### src/rtl/fetch_sequencer.sv
// Instruction-fetch sequencer: walks the PC against a valid/ready instruction
// memory, buffers one word under decode backpressure, and applies taken-branch redirects.
module fetch_sequencer #(
  parameter logic [31:0] RESET_PC = 32'h1
) (
  input  logic        clk,
  input  logic        rst,
  output logic        imem_req,
  output logic [31:0] imem_addr,
  input  logic        imem_ready,
  input  logic        imem_rvalid,
  input  logic [31:0] imem_rdata,
  input  logic        br_valid,
  input  logic        br_zero,
  input  logic        br_minus,
  input  logic [31:0] br_pc,
  input  logic [31:0] br_imm,
  output logic        if_valid,
  output logic [31:0] if_instr,
  output logic [31:0] if_pc,
  input  logic        if_ready
);

  localparam logic [1:0] ST_IDLE = 2'd0;
  localparam logic [1:0] ST_REQ  = 2'd1;
  localparam logic [1:0] ST_WAIT = 2'd2;
  localparam logic [1:0] ST_HOLD = 2'd3;

  // PC-relative target; the offset is a signed word count and the sum wraps mod 2^32.
  function automatic logic [31:0] branch_target(input logic [31:0] pc,
                                                input logic signed [31:0] off);
    branch_target = pc + $unsigned(off);
  endfunction

  logic [1:0]         state;
  logic [31:0]        pc;
  logic               kill;
  logic [31:0]        pend_instr;
  logic [31:0]        pend_pc;
  logic signed [31:0] br_off;
  logic               taken;
  logic [31:0]        target;
  logic               xfer;
  logic               can_load;
  logic               rsp_live;

  assign br_off   = $signed(br_imm);
  assign taken    = br_valid & (br_zero | br_minus);
  assign target   = branch_target(br_pc, br_off);
  assign xfer     = if_valid & if_ready;
  assign can_load = ~if_valid | if_ready;
  assign rsp_live = (state == ST_WAIT) & imem_rvalid & ~kill;

  assign imem_req  = (state == ST_REQ);
  assign imem_addr = pc;

  always_ff @(posedge clk or negedge rst) begin
    if (!rst) begin
      state    <= ST_IDLE;
      pc       <= RESET_PC;
      kill     <= 1'b0;
      if_valid <= 1'b0;
      if_instr <= '0;
      if_pc    <= '0;
    end else if (taken) begin
      // Redirect wins: the address may only change once the request line is low,
      // so an unaccepted request is withdrawn via IDLE and an accepted one is killed.
      pc       <= target;
      if_valid <= 1'b0;
      case (state)
        ST_REQ: begin
          if (imem_ready) begin
            state <= ST_WAIT;
            kill  <= 1'b1;
          end else begin
            state <= ST_IDLE;
          end
        end
        ST_WAIT: begin
          if (imem_rvalid) begin
            state <= ST_IDLE;
            kill  <= 1'b0;
          end else begin
            kill  <= 1'b1;
          end
        end
        default: state <= ST_IDLE;
      endcase
    end else begin
      if (xfer) begin
        if_valid <= 1'b0;
      end
      case (state)
        ST_IDLE: state <= ST_REQ;
        ST_REQ: begin
          if (imem_ready) begin
            state <= ST_WAIT;
          end
        end
        ST_WAIT: begin
          if (imem_rvalid) begin
            if (kill) begin
              kill  <= 1'b0;
              state <= ST_REQ;
            end else begin
              pc <= pc + 32'd1;
              if (can_load) begin
                if_valid <= 1'b1;
                if_instr <= imem_rdata;
                if_pc    <= pc;
                state    <= ST_REQ;
              end else begin
                state    <= ST_HOLD;
              end
            end
          end
        end
        ST_HOLD: begin
          if (if_ready) begin
            if_valid <= 1'b1;
            if_instr <= pend_instr;
            if_pc    <= pend_pc;
            state    <= ST_REQ;
          end
        end
        default: state <= ST_IDLE;
      endcase
    end
  end

  // Skid word: only meaningful while in HOLD, so it carries no reset.
  always_ff @(posedge clk) begin
    if (rsp_live && !can_load) begin
      pend_instr <= imem_rdata;
      pend_pc    <= pc;
    end
  end

endmodule

### config.mk
export PLATFORM = sky130hd
export DESIGN_NAME = fetch_sequencer
export DESIGN_NICKNAME = d
export VERILOG_FILES = /design/src/rtl/fetch_sequencer.sv
export SDC_FILE = /design/constraint.sdc
export NUM_CORES = 1
export LEC_CHECK = 0
export CORE_MARGIN = 2
export CORE_UTILIZATION = 50
export DETAILED_ROUTE_END_ITERATION = 16
export HOLD_SLACK_MARGIN = 0.1
export PLACE_DENSITY = 0.8
export SYNTH_ARGS = -nofsm -noshare
export SYNTH_HDL_FRONTEND = slang
export SYNTH_SLANG_ARGS = --single-unit
### constraint.sdc
create_clock -name clk -period 8.2 [get_ports clk]
set_clock_uncertainty 0.1 [all_clocks]
set_input_delay 1.64 -clock clk [delete_from_list [all_inputs] [get_ports clk]]
set_output_delay 1.64 -clock clk [all_outputs]
set_load 0.01 [all_outputs]
==> results of run 1 <==
synth_stat cells, types with 2 or more instances:
master | count | area (sq um)
a211oi_1 | 5 | 37.5
a21boi_1 | 2 | 15.0
a21o_1 | 13 | 97.6
a21oi_1 | 95 | 475
a31oi_1 | 7 | 43.8
and2_1 | 3 | 18.8
and3_1 | 5 | 31.3
and4_1 | 5 | 43.8
buf_1 | 5 | 18.8
buf_2 | 8 | 40.0
clkbuf_1 | 22 | 82.6
dfrtp_1 | 99 | 2480
edfxtp_1 | 64 | 1920
ha_1 | 36 | 450
inv_1 | 11 | 41.3
mux2i_1 | 66 | 661
nand2_1 | 65 | 244
nand2b_1 | 3 | 18.8
nand3_1 | 21 | 105
nand4_1 | 10 | 62.6
nor2_1 | 89 | 334
nor2_2 | 2 | 12.5
nor2b_1 | 5 | 31.3
nor3_1 | 7 | 35.0
o21ai_0 | 27 | 135
o21ai_1 | 17 | 85.1
o21bai_1 | 3 | 22.5
o31ai_1 | 2 | 15.0
or3_1 | 2 | 12.5
xnor2_1 | 34 | 298
xor2_1 | 26 | 228
where the power goes:
group,internal [W],total [W],leakage [nW],switching (W)
Sequential,0.00107,0.00123,1.75,0.000167
Clock,0.000541,0.000857,0.307,0.000316
Combinational,0.000604,0.00111,2.28,0.000510
Total,0.00221,0.00320,4.34,0.000993
cell families after synthesis:
family	Yosys count	synth area share, %
buf+inv	46	2.16
mux	66	7.82
compound gates	189	13.2
simple gates	227	12.7
flops	164	52.4
fa+ha+maj	37	5.57
xor+xnor	60	6.22
per-stage QoR:
stage / util [%] / instances / hold WS (ns) / setup WS [ns] / instance area [sq um]
floorplan: - / 789 / 0.399 / 3.12 / 8450
global placement: 64.4 / 1181 / 0.408 / 3.63 / 10700
detailed placement: 64.4 / 1181 / 0.419 / 3.55 / 10700
CTS: 68.2 / 1213 / 0.433 / 3.99 / 11300
global route: 68.2 / 1213 / 0.449 / 3.81 / 11300
finish: 68.2 / 1213 / 0.427 / 3.93 / 11300
final timing paths:
path	start	to	slack, ns	cells after the start
setup / recovery	br_imm[0]	imem_addr[30]	3.93	12
setup reg to reg	state[0]	pend_pc[1]	5.30	6
hold / removal	if_pc[20]	if_pc[20]	0.43	2
min in group asynchronous	rst	imem_addr[8]	1.02	1
hold reg to reg	if_pc[20]	if_pc[20]	0.43	2
max in group asynchronous	rst	state[0]	5.69	2
metal layers:
metal / vias to the layer above / global-route usage, % / wire, um
met5: - / 0 / 0
met4: 0 / 6.55 / 343
met3: 24 / 5.10 / 1260
met2: 229 / 36.5 / 9470
met1: 3109 / 31.2 / 9090
li1: 3213 / - / -
registers in the layout, indices dropped and copies added, names as in the netlist:
name / cells
pend_pc: 32
imem_addr: 32
pend_instr: 32
if_instr: 32
if_pc: 32
state: 2
if_valid: 1
kill: 1
placed cells by master, fill, tap and decap left out, types with 7 or more instances in the layout:
cell type,n
a21oi_1,95
xnor2_1,34
nor2_1,87
edfxtp_1,64
clkbuf_16,17
nand2_1,65
mux2i_1,66
clkdlybuf4s50_1,200
buf_4,7
nand4_1,10
ha_1,35
nor3_1,7
a21o_1,13
nand3_1,21
dfrtp_1,99
o21ai_1,16
o21ai_0,27
a31oi_1,7
xor2_1,26
inv_1,11
worst max-delay path: cells and delay by family:
family | cells | cell delay (ns)
AO/OA/AOI/OAI | 8 | 1.56
adder cells (fa/ha/maj) | 2 | 0.64
buffers and inverters | 1 | 0.45
XOR/XNOR | 1 | 0.16
final cells by class:
| type | instances | area [sq um] | area share, % |
|---|---|---|---|
| inverter | 11 | 41.3 | 0.365 |
| tap | 220 | 275 | 2.43 |
| clock inverter | 13 | 206 | 1.83 |
| multi-input combinational | 579 | 3880 | 34.3 |
| sequential | 164 | 4430 | 39.1 |
| timing repair buffer | 207 | 2050 | 18.2 |
| clock buffer | 19 | 433 | 3.83 |
==> summary.md, run 1 <==
| Metric | Value |
|---|---|
| CP max-delay cell | `clkdlybuf4s50_1` |
| Synth async-reset ratio | `61.0%` |
| Post-CTS resize count | `0` |
| Cell Chain, Critical Path | `clkdlybuf4s50_1 > ha_1 > fa_1 > a21oi_1 > o21ai_1 > a211oi_1 > a211oi_2 > o211ai_2 > o21ai_1 > a21oi_1 > xor2_1 > a21oi_1` |
| Post-CTS Setup Repair Bufs | `0` |
| Share of layout cells above drive strength 1 | `5.94%` |
| Critical path's largest stage delay | `0.45 ns` |
| Max capacitance violation total | `0` |
| CP Data Required Time | `8.38 ns` |
| Outcome | `completed` |
| Fin. Hold Viols | `0` |
| Mapped Nets | `930` |
| Antenna Cells | `0` |
| Core area | `16600 sq um` |
| Final TNS setup | `0 ns` |
| Number of cells produced by synthesis | `789` |
| Largest net degree at the start of global routing | `121` |
| CTS tree | `built` |
| DR vias/cell | `5.42` |
| Critical Path End Type | `register` |
| Number of global-route vias before repair | `6363` |
| Synth unique cells | `61` |
| Number of H-tree levels | `4` |
| Ys Warns | `0` |
| Number of flops mapped to enable cells by yosys | `64` |
| Clock Path Buffers | `2` |
| Net count reported at finish | `1121` |
| Syn Std Cell Area | `8450 sq um` |
| IO Count | `202` |
| Total global-route track usage | `22.7%` |
| Avg WL per Cell | `16.6 um` |
| Slew headroom | `23.7%` |
| Routability cong. | `0.871` |
| First-pass GRT wire length | `32200 um` |
| Number of CTS-inserted buffers | `17` |
| CP Max Fanout | `3` |
| Fmax | `234 MHz` |
| Power Density | `283 nW/um^2` |
| Die area | `18000 sq um` |
| Worst-Skew Late Latency | `0.42 ns` |
| Post-synthesis sequential area ratio | `52.4%` |
| Leakage | `4.34 nW` |
| Area growth from synthesis to layout | `33.8%` |
| Final Max Tran Viols | `0` |
| Sink Count | `164` |
| #FFs+latches synth | `164` |
| Post-synth top flop | `dfrtp_1` |
| Startpoint Class | `primary input` |
| Starting Density | `51.0%` |
| Initial antenna violation count | `0` |
| 1st-iter DRT viols | `438` |
| Die Ht | `134 um` |
| Post-CTS Hold Buffers | `0` |
| RSZ-0062 raised after global routing | `no` |
| Critical path data arrival time | `4.46 ns` |
| Crit Path Class | `in -> reg` |
| Worst VDD drop | `0.159 mV` |
| Worst hold path class | `reg -> reg` |
| Port Buffer Count | `201` |
| Pwr Total | `0.00320 W` |
| Routed Antenna Nets | `0` |
| # setup viols final | `0` |
| Hpwl dp | `14100 um` |
| Chip width | `134 um` |
| CTS clk-pin slew, worst paths | `0.06 ns` |
| Least-Margin Pin Slew | `1.14 ns` |
| Fill cells | `1318` |
| Final Cycle Share | `52.1%` |
| Drt drc | `0` |
| Most used cell, CP | `a21oi_1` |
| Gr ovfl total | `0` |
| Clock root buffer | `clkbuf_16` |
| DR pass1 iterations | `8` |
| WL final | `20200 um` |
| Minimum clock period | `4.27 ns` |
| DR vias | `6575` |
| Avg Inst Size Synth | `10.7 sq um` |
| Row cnt | `47` |
(Power assumes the default switching activity.)
==> inputs of run 2 (changes only) <==
- clock period: 8.2 -> 4.08 ns (I/O delays scaled with it)
==> run 2 against run 1 <==
Compared with the run above:
- combinational power up 100%
- highest routed layer unchanged
- setup slack worse by 3.1 ns
- global-route usage down 0.15 points
- largest power group unchanged
- sequential cell count unchanged
- critical path depth up 1
- sequential share of layout area up 0.15 points
==> summary.md, run 2 (same netlist as run 1, synthesis figures left out) <==
| Metric | Value |
|---|---|
| Outcome | `completed` |
| Worst hold path class | `in -> async` |
| Die area | `18000 sq um` |
| Drt drc | `0` |
| Port Buffer Count | `201` |
| DR vias | `6558` |
| Hpwl dp | `14300 um` |
| CTS clk-pin slew, worst paths | `0.06 ns` |
| Final Max Tran Viols | `0` |
| Clock Path Buffers | `2` |
| Avg WL per Cell | `16.3 um` |
| Critical path's largest stage delay | `0.43 ns` |
| Routability cong. | `0.872` |
| Initial antenna violation count | `0` |
| Starting Density | `51.0%` |
| Slew headroom | `53.7%` |
| Max capacitance violation total | `0` |
| Most used cell, CP | `a21oi_1` |
| Reg2Reg Launch Point | `state[0]` |
| First-pass GRT wire length | `32400 um` |
| Number of global-route vias before repair | `6417` |
| Cell Chain, Critical Path | `clkdlybuf4s50_1 > ha_1 > fa_1 > a21oi_1 > o21ai_1 > a211oi_1 > buf_4 > a211oi_2 > o211ai_2 > o21ai_1 > a21oi_1 > xor2_1 > a21oi_1` |
| Antenna Cells | `0` |
| Post-route insts no fill | `1217` |
| Placed Area | `10700 sq um` |
| Worst-Skew Late Latency | `0.41 ns` |
| Chip width | `134 um` |
| Design Area, Final | `11300 sq um` |
| Power Density | `547 nW/um^2` |
| Routed Antenna Nets | `0` |
| Hold WS | `0.332 ns` |
| Crit Path Class | `in -> reg` |
| Largest net degree at the start of global routing | `67` |
| Commonest non-fill, non-tap cells in the layout | `200 x clkdlybuf4s50_1, 99 x dfrtp_1, 95 x a21oi_1, 87 x nor2_1, 66 x mux2i_1` |
| Row cnt | `47` |
| Post-CTS Setup Repair Bufs | `0` |
| Cells on worst reg2reg path | `11` |
| Startpoint Class | `primary input` |
| Fin. Hold Viols | `0` |
| Most common cell after layout, fill and taps aside | `clkdlybuf4s50_1` |
| Total global-route track usage | `22.6%` |
| Clock root buffer | `clkbuf_16` |
| WL final | `19900 um` |
| CP max-delay cell | `clkdlybuf4s50_1` |
| Post-CTS resize count | `0` |
| CTS tree | `built` |
| DR vias/cell | `5.39` |
| Least-Margin Pin Slew | `0.692 ns` |
| Reg-to-Reg End | `imem_addr[27]` |
| Minimum clock period | `3.29 ns` |
| Worst VDD drop | `0.304 mV` |
| IO Count | `202` |
| Number of H-tree levels | `4` |
| Crit. Startpoint | `br_pc[0]` |
| Sink Count | `164` |
| Final Cycle Share | `80.7%` |
| Critical path data arrival time | `3.46 ns` |
| Core area | `16600 sq um` |
| Fmax | `304 MHz` |
| Multi-input logic area | `3880 sq um` |
| CP Data Required Time | `4.25 ns` |
| Critical Path End Type | `register` |
| Pwr Total | `0.00616 W` |
| CP Max Fanout | `3` |
| R2r setup slk | `1.27 ns` |
| Net count reported at finish | `1125` |
| 1st-iter DRT viols | `477` |
| Reg area | `4430 sq um` |
| DR pass1 iterations | `5` |
| Gr ovfl total | `0` |
| Fill cells | `1303` |
| Area growth from synthesis to layout | `33.3%` |
| Die Ht | `134 um` |
| Share of layout cells above drive strength 1 | `6.02%` |
| Final TNS setup | `0 ns` |
| # setup viols final | `0` |
| RSZ-0062 raised after global routing | `no` |
| Number of CTS-inserted buffers | `17` |
| Cell total after placement | `1185` |
| Post-CTS Hold Buffers | `0` |
| Leakage | `4.31 nW` |
[run 2: where the power goes]
part,switching (W),internal (W)
Combinational,0.00102,0.00122
Sequential,0.000332,0.00214
Clock,0.000600,0.000853
[run 2: layout make-up]
cell class | instances | share of cell area [%]
Multi-Input combinational cell | 579 | 34.4
Clock buffer | 23 | 4.06
Tap cell | 220 | 2.44
Inverter | 11 | 0.366
Timing Repair Buffer | 211 | 18.7
Sequential cell | 164 | 39.3
Clock inverter | 9 | 0.744
[run 2: critical path: cells and delay by family]
family,cells,cell delay (ns)
adders and majority gates,2,0.66
AOI/OAI and AO/OA,8,1.23
xor gates and xnor gates,1,0.15
buffers and inverters,2,0.59
[run 2: through the flow]
| stage | worst slack (ns) | util (%) |
|---|---|---|
| global route | 0.717 | 68.0 |
| floorplan | 0.863 | - |
| CTS | 0.815 | 68.0 |
| global placement | 0.433 | 64.7 |
| finish | 0.788 | 68.0 |
| detailed placement | 0.386 | 64.7 |
[run 2: how the worst max path moves through the flow]
| stage | to | slack, ns | depth (start not counted) |
|---|---|---|---|
| 2_1_floorplan | pend_instr[0] | 0.86 | 5 |
| 3_3_place_gp | imem_addr[30] | 0.43 | 13 |
| 3_5_place_dp | imem_addr[30] | 0.39 | 13 |
| 4_1_cts | imem_addr[30] | 0.81 | 13 |
| 5_1_grt | imem_addr[30] | 0.72 | 13 |
| 6_report | imem_addr[30] | 0.79 | 13 |
[run 2: routing by layer]
layer  vias up  GRT usage, %  part of all wire, %
met2       185          35.9                   47
li1       3227             -                    -
met4         0          5.32                 0.94
met1      3133          32.0                   46
met5         -             0                    0
met3        13          4.76                  5.4
==> inputs of run 3 (changes only) <==
- clock period: 4.08 -> 3.05 ns (I/O delays scaled with it)
==> run 3 against run 2 <==
Compared with the run above:
- final cell count increased by 3.5%
- total power is 37% higher
- sequential cell count did not move
- register-to-register slack got worse by 0.82 ns
- non-clock buffer count increased by 43
- via count grew 1.9%
- combinational power rose by 38%
- core utilization grew 2.2 points
==> summary.md, run 3 (same netlist as run 1, synthesis figures left out) <==
| Metric | Value |
|---|---|
| Outcome | `completed` |
| Cell Chain, Critical Path | `clkdlybuf4s50_1 > ha_1 > a21o_1 > and4_1 > o21ai_1 > nand3_2 > a21oi_4 > o21ai_2 > a221oi_4 > nor4b_4 > nor4_2` |
| WP buf/inv | `1` |
| Least-Margin Pin Slew | `0.565 ns` |
| Post-CTS Hold Buffers | `0` |
| Cells on worst reg2reg path | `11` |
| Number of H-tree levels | `4` |
| Initial antenna violation count | `0` |
| # setup viols final | `0` |
| Avg WL per Cell | `16.1 um` |
| Largest net degree at the start of global routing | `83` |
| Row cnt | `47` |
| R2r setup slk | `0.45 ns` |
| Critical path data arrival time | `3.07 ns` |
| Routed Antenna Nets | `0` |
| Worst hold path class | `in -> async` |
| Fill cells | `1261` |
| Reg2Reg Launch Point | `state[0]` |
| CP max-delay cell | `clkdlybuf4s50_1` |
| Metal2 WL | `9850 um` |
| DR vias/cell | `5.30` |
| Net count reported at finish | `1168` |
| Number of CTS-inserted buffers | `17` |
| Worst VDD drop | `0.367 mV` |
| First-pass GRT wire length | `32700 um` |
| Post-CTS resize count | `0` |
| Most common cell after layout, fill and taps aside | `clkdlybuf4s50_1` |
| Chip width | `134 um` |
| Share of layout cells above drive strength 1 | `10.7%` |
| Final core utilization | `70.1%` |
| Cell total after placement | `1228` |
| CP Max Fanout | `3` |
| Commonest non-fill, non-tap cells in the layout | `200 x clkdlybuf4s50_1, 99 x dfrtp_1, 94 x a21oi_1, 87 x nor2_1, 66 x mux2i_1` |
| DR vias | `6681` |
| Setup slack after layout | `0.166 ns` |
| CP delay by family, top | `compound AO/OA/AOI/OAI gates` |
| Gr ovfl total | `0` |
| Leakage | `4.52 nW` |
| Starting Density | `51.0%` |
| Slew headroom | `62.3%` |
| Core area | `16600 sq um` |
| Number of global-route vias before repair | `6540` |
| 1st-iter DRT viols | `521` |
| Final Max Tran Viols | `0` |
| CP Depth | `11` |
| Hpwl dp | `14700 um` |
| Die Ht | `134 um` |
| WL final | `20300 um` |
| CTS tree | `built` |
| Die area | `18000 sq um` |
| Area growth from synthesis to layout | `37.6%` |
| Design Area, Final | `11600 sq um` |
| Crit. Startpoint | `br_pc[1]` |
| Dpl ws | `-0.379 ns` |
| Fmax | `347 MHz` |
| Post-route insts no fill | `1260` |
| Clock root buffer | `clkbuf_16` |
| Crit Path Class | `in -> reg` |
| CP endpoint | `imem_addr[29]` |
| Startpoint Class | `primary input` |
| Critical path's largest stage delay | `0.46 ns` |
| Antenna Cells | `0` |
| Minimum clock period | `2.88 ns` |
| Power Density | `723 nW/um^2` |
| Clock Path Buffers | `2` |
| Final TNS setup | `0 ns` |
| Reg-to-Reg End | `imem_addr[31]` |
| RSZ-0062 raised after global routing | `no` |
| Met3 wire length | `994 um` |
| Routability cong. | `0.874` |
| Critical Path End Type | `register` |
| Total global-route track usage | `22.8%` |
| Port Buffer Count | `201` |
| Fin. Hold Viols | `0` |
| Worst-Skew Late Latency | `0.41 ns` |
| Sink Count | `164` |
| Final Cycle Share | `94.5%` |
| Placed Area | `11100 sq um` |
| M1 WL | `9320 um` |
| Drt drc | `0` |
| CP Data Required Time | `3.24 ns` |
| IO Count | `202` |
| Uppermost layer routed | `met4` |
| CTS clk-pin slew, worst paths | `0.06 ns` |
| Post-CTS Setup Repair Bufs | `0` |
| DR pass1 iterations | `5` |
| Max capacitance violation total | `0` |
run 3: cell count changes in the layout (fill, tap and decap cells not counted), moves of 2 or more:
cell        delta
clkinv_2       -2
clkbuf_1       -4
clkinvlp_4     +2
inv_6          +4
buf_4         +43
run 3: through the flow:
step	hold WS (ns)	total power [W]
global placement	0.404	0.00633
CTS	0.103	0.00847
detailed placement	0.415	0.00642
floorplan	0.214	0.00469
global route	0.119	0.00887
finish	0.0897	0.00841
run 3: how the worst min path moves through the flow:
| stage | startpoint | end | slack (ns) |
|---|---|---|---|
| 2_1_floorplan | rst | if_instr[0] | 0.21 |
| 6_report | rst | imem_addr[8] | 0.09 |
| 4_1_cts | rst | imem_addr[12] | 0.10 |
| 3_5_place_dp | if_instr[26] | if_instr[26] | 0.41 |
| 5_1_grt | rst | imem_addr[12] | 0.12 |
| 3_3_place_gp | if_instr[29] | if_instr[29] | 0.40 |
run 3: report_power, final:
part	internal, W	switching (W)
Sequential	0.00286	0.000444
Combinational	0.00169	0.00138
Clock	0.00115	0.000872
run 3: final cells by class:
| cell class | count | area [sq um] | area share (%) |
|---|---|---|---|
| Clock inverter | 13 | 124 | 1.06 |
| Multi-Input combinational cell | 579 | 3890 | 33.5 |
| Clock buffer | 19 | 443 | 3.81 |
| Inverter | 11 | 41.3 | 0.355 |
| Sequential cell | 164 | 4430 | 38.0 |
| Tap cell | 220 | 275 | 2.37 |
| Timing Repair Buffer | 254 | 2430 | 20.9 |
run 3: per-layer routing:
metal | global-route usage, % | vias to the layer above
met4 | 5.50 | 0
met1 | 31.4 | 3155
met3 | 3.89 | 14
met2 | 38.0 | 199
li1 | - | 3313
met5 | 0 | -
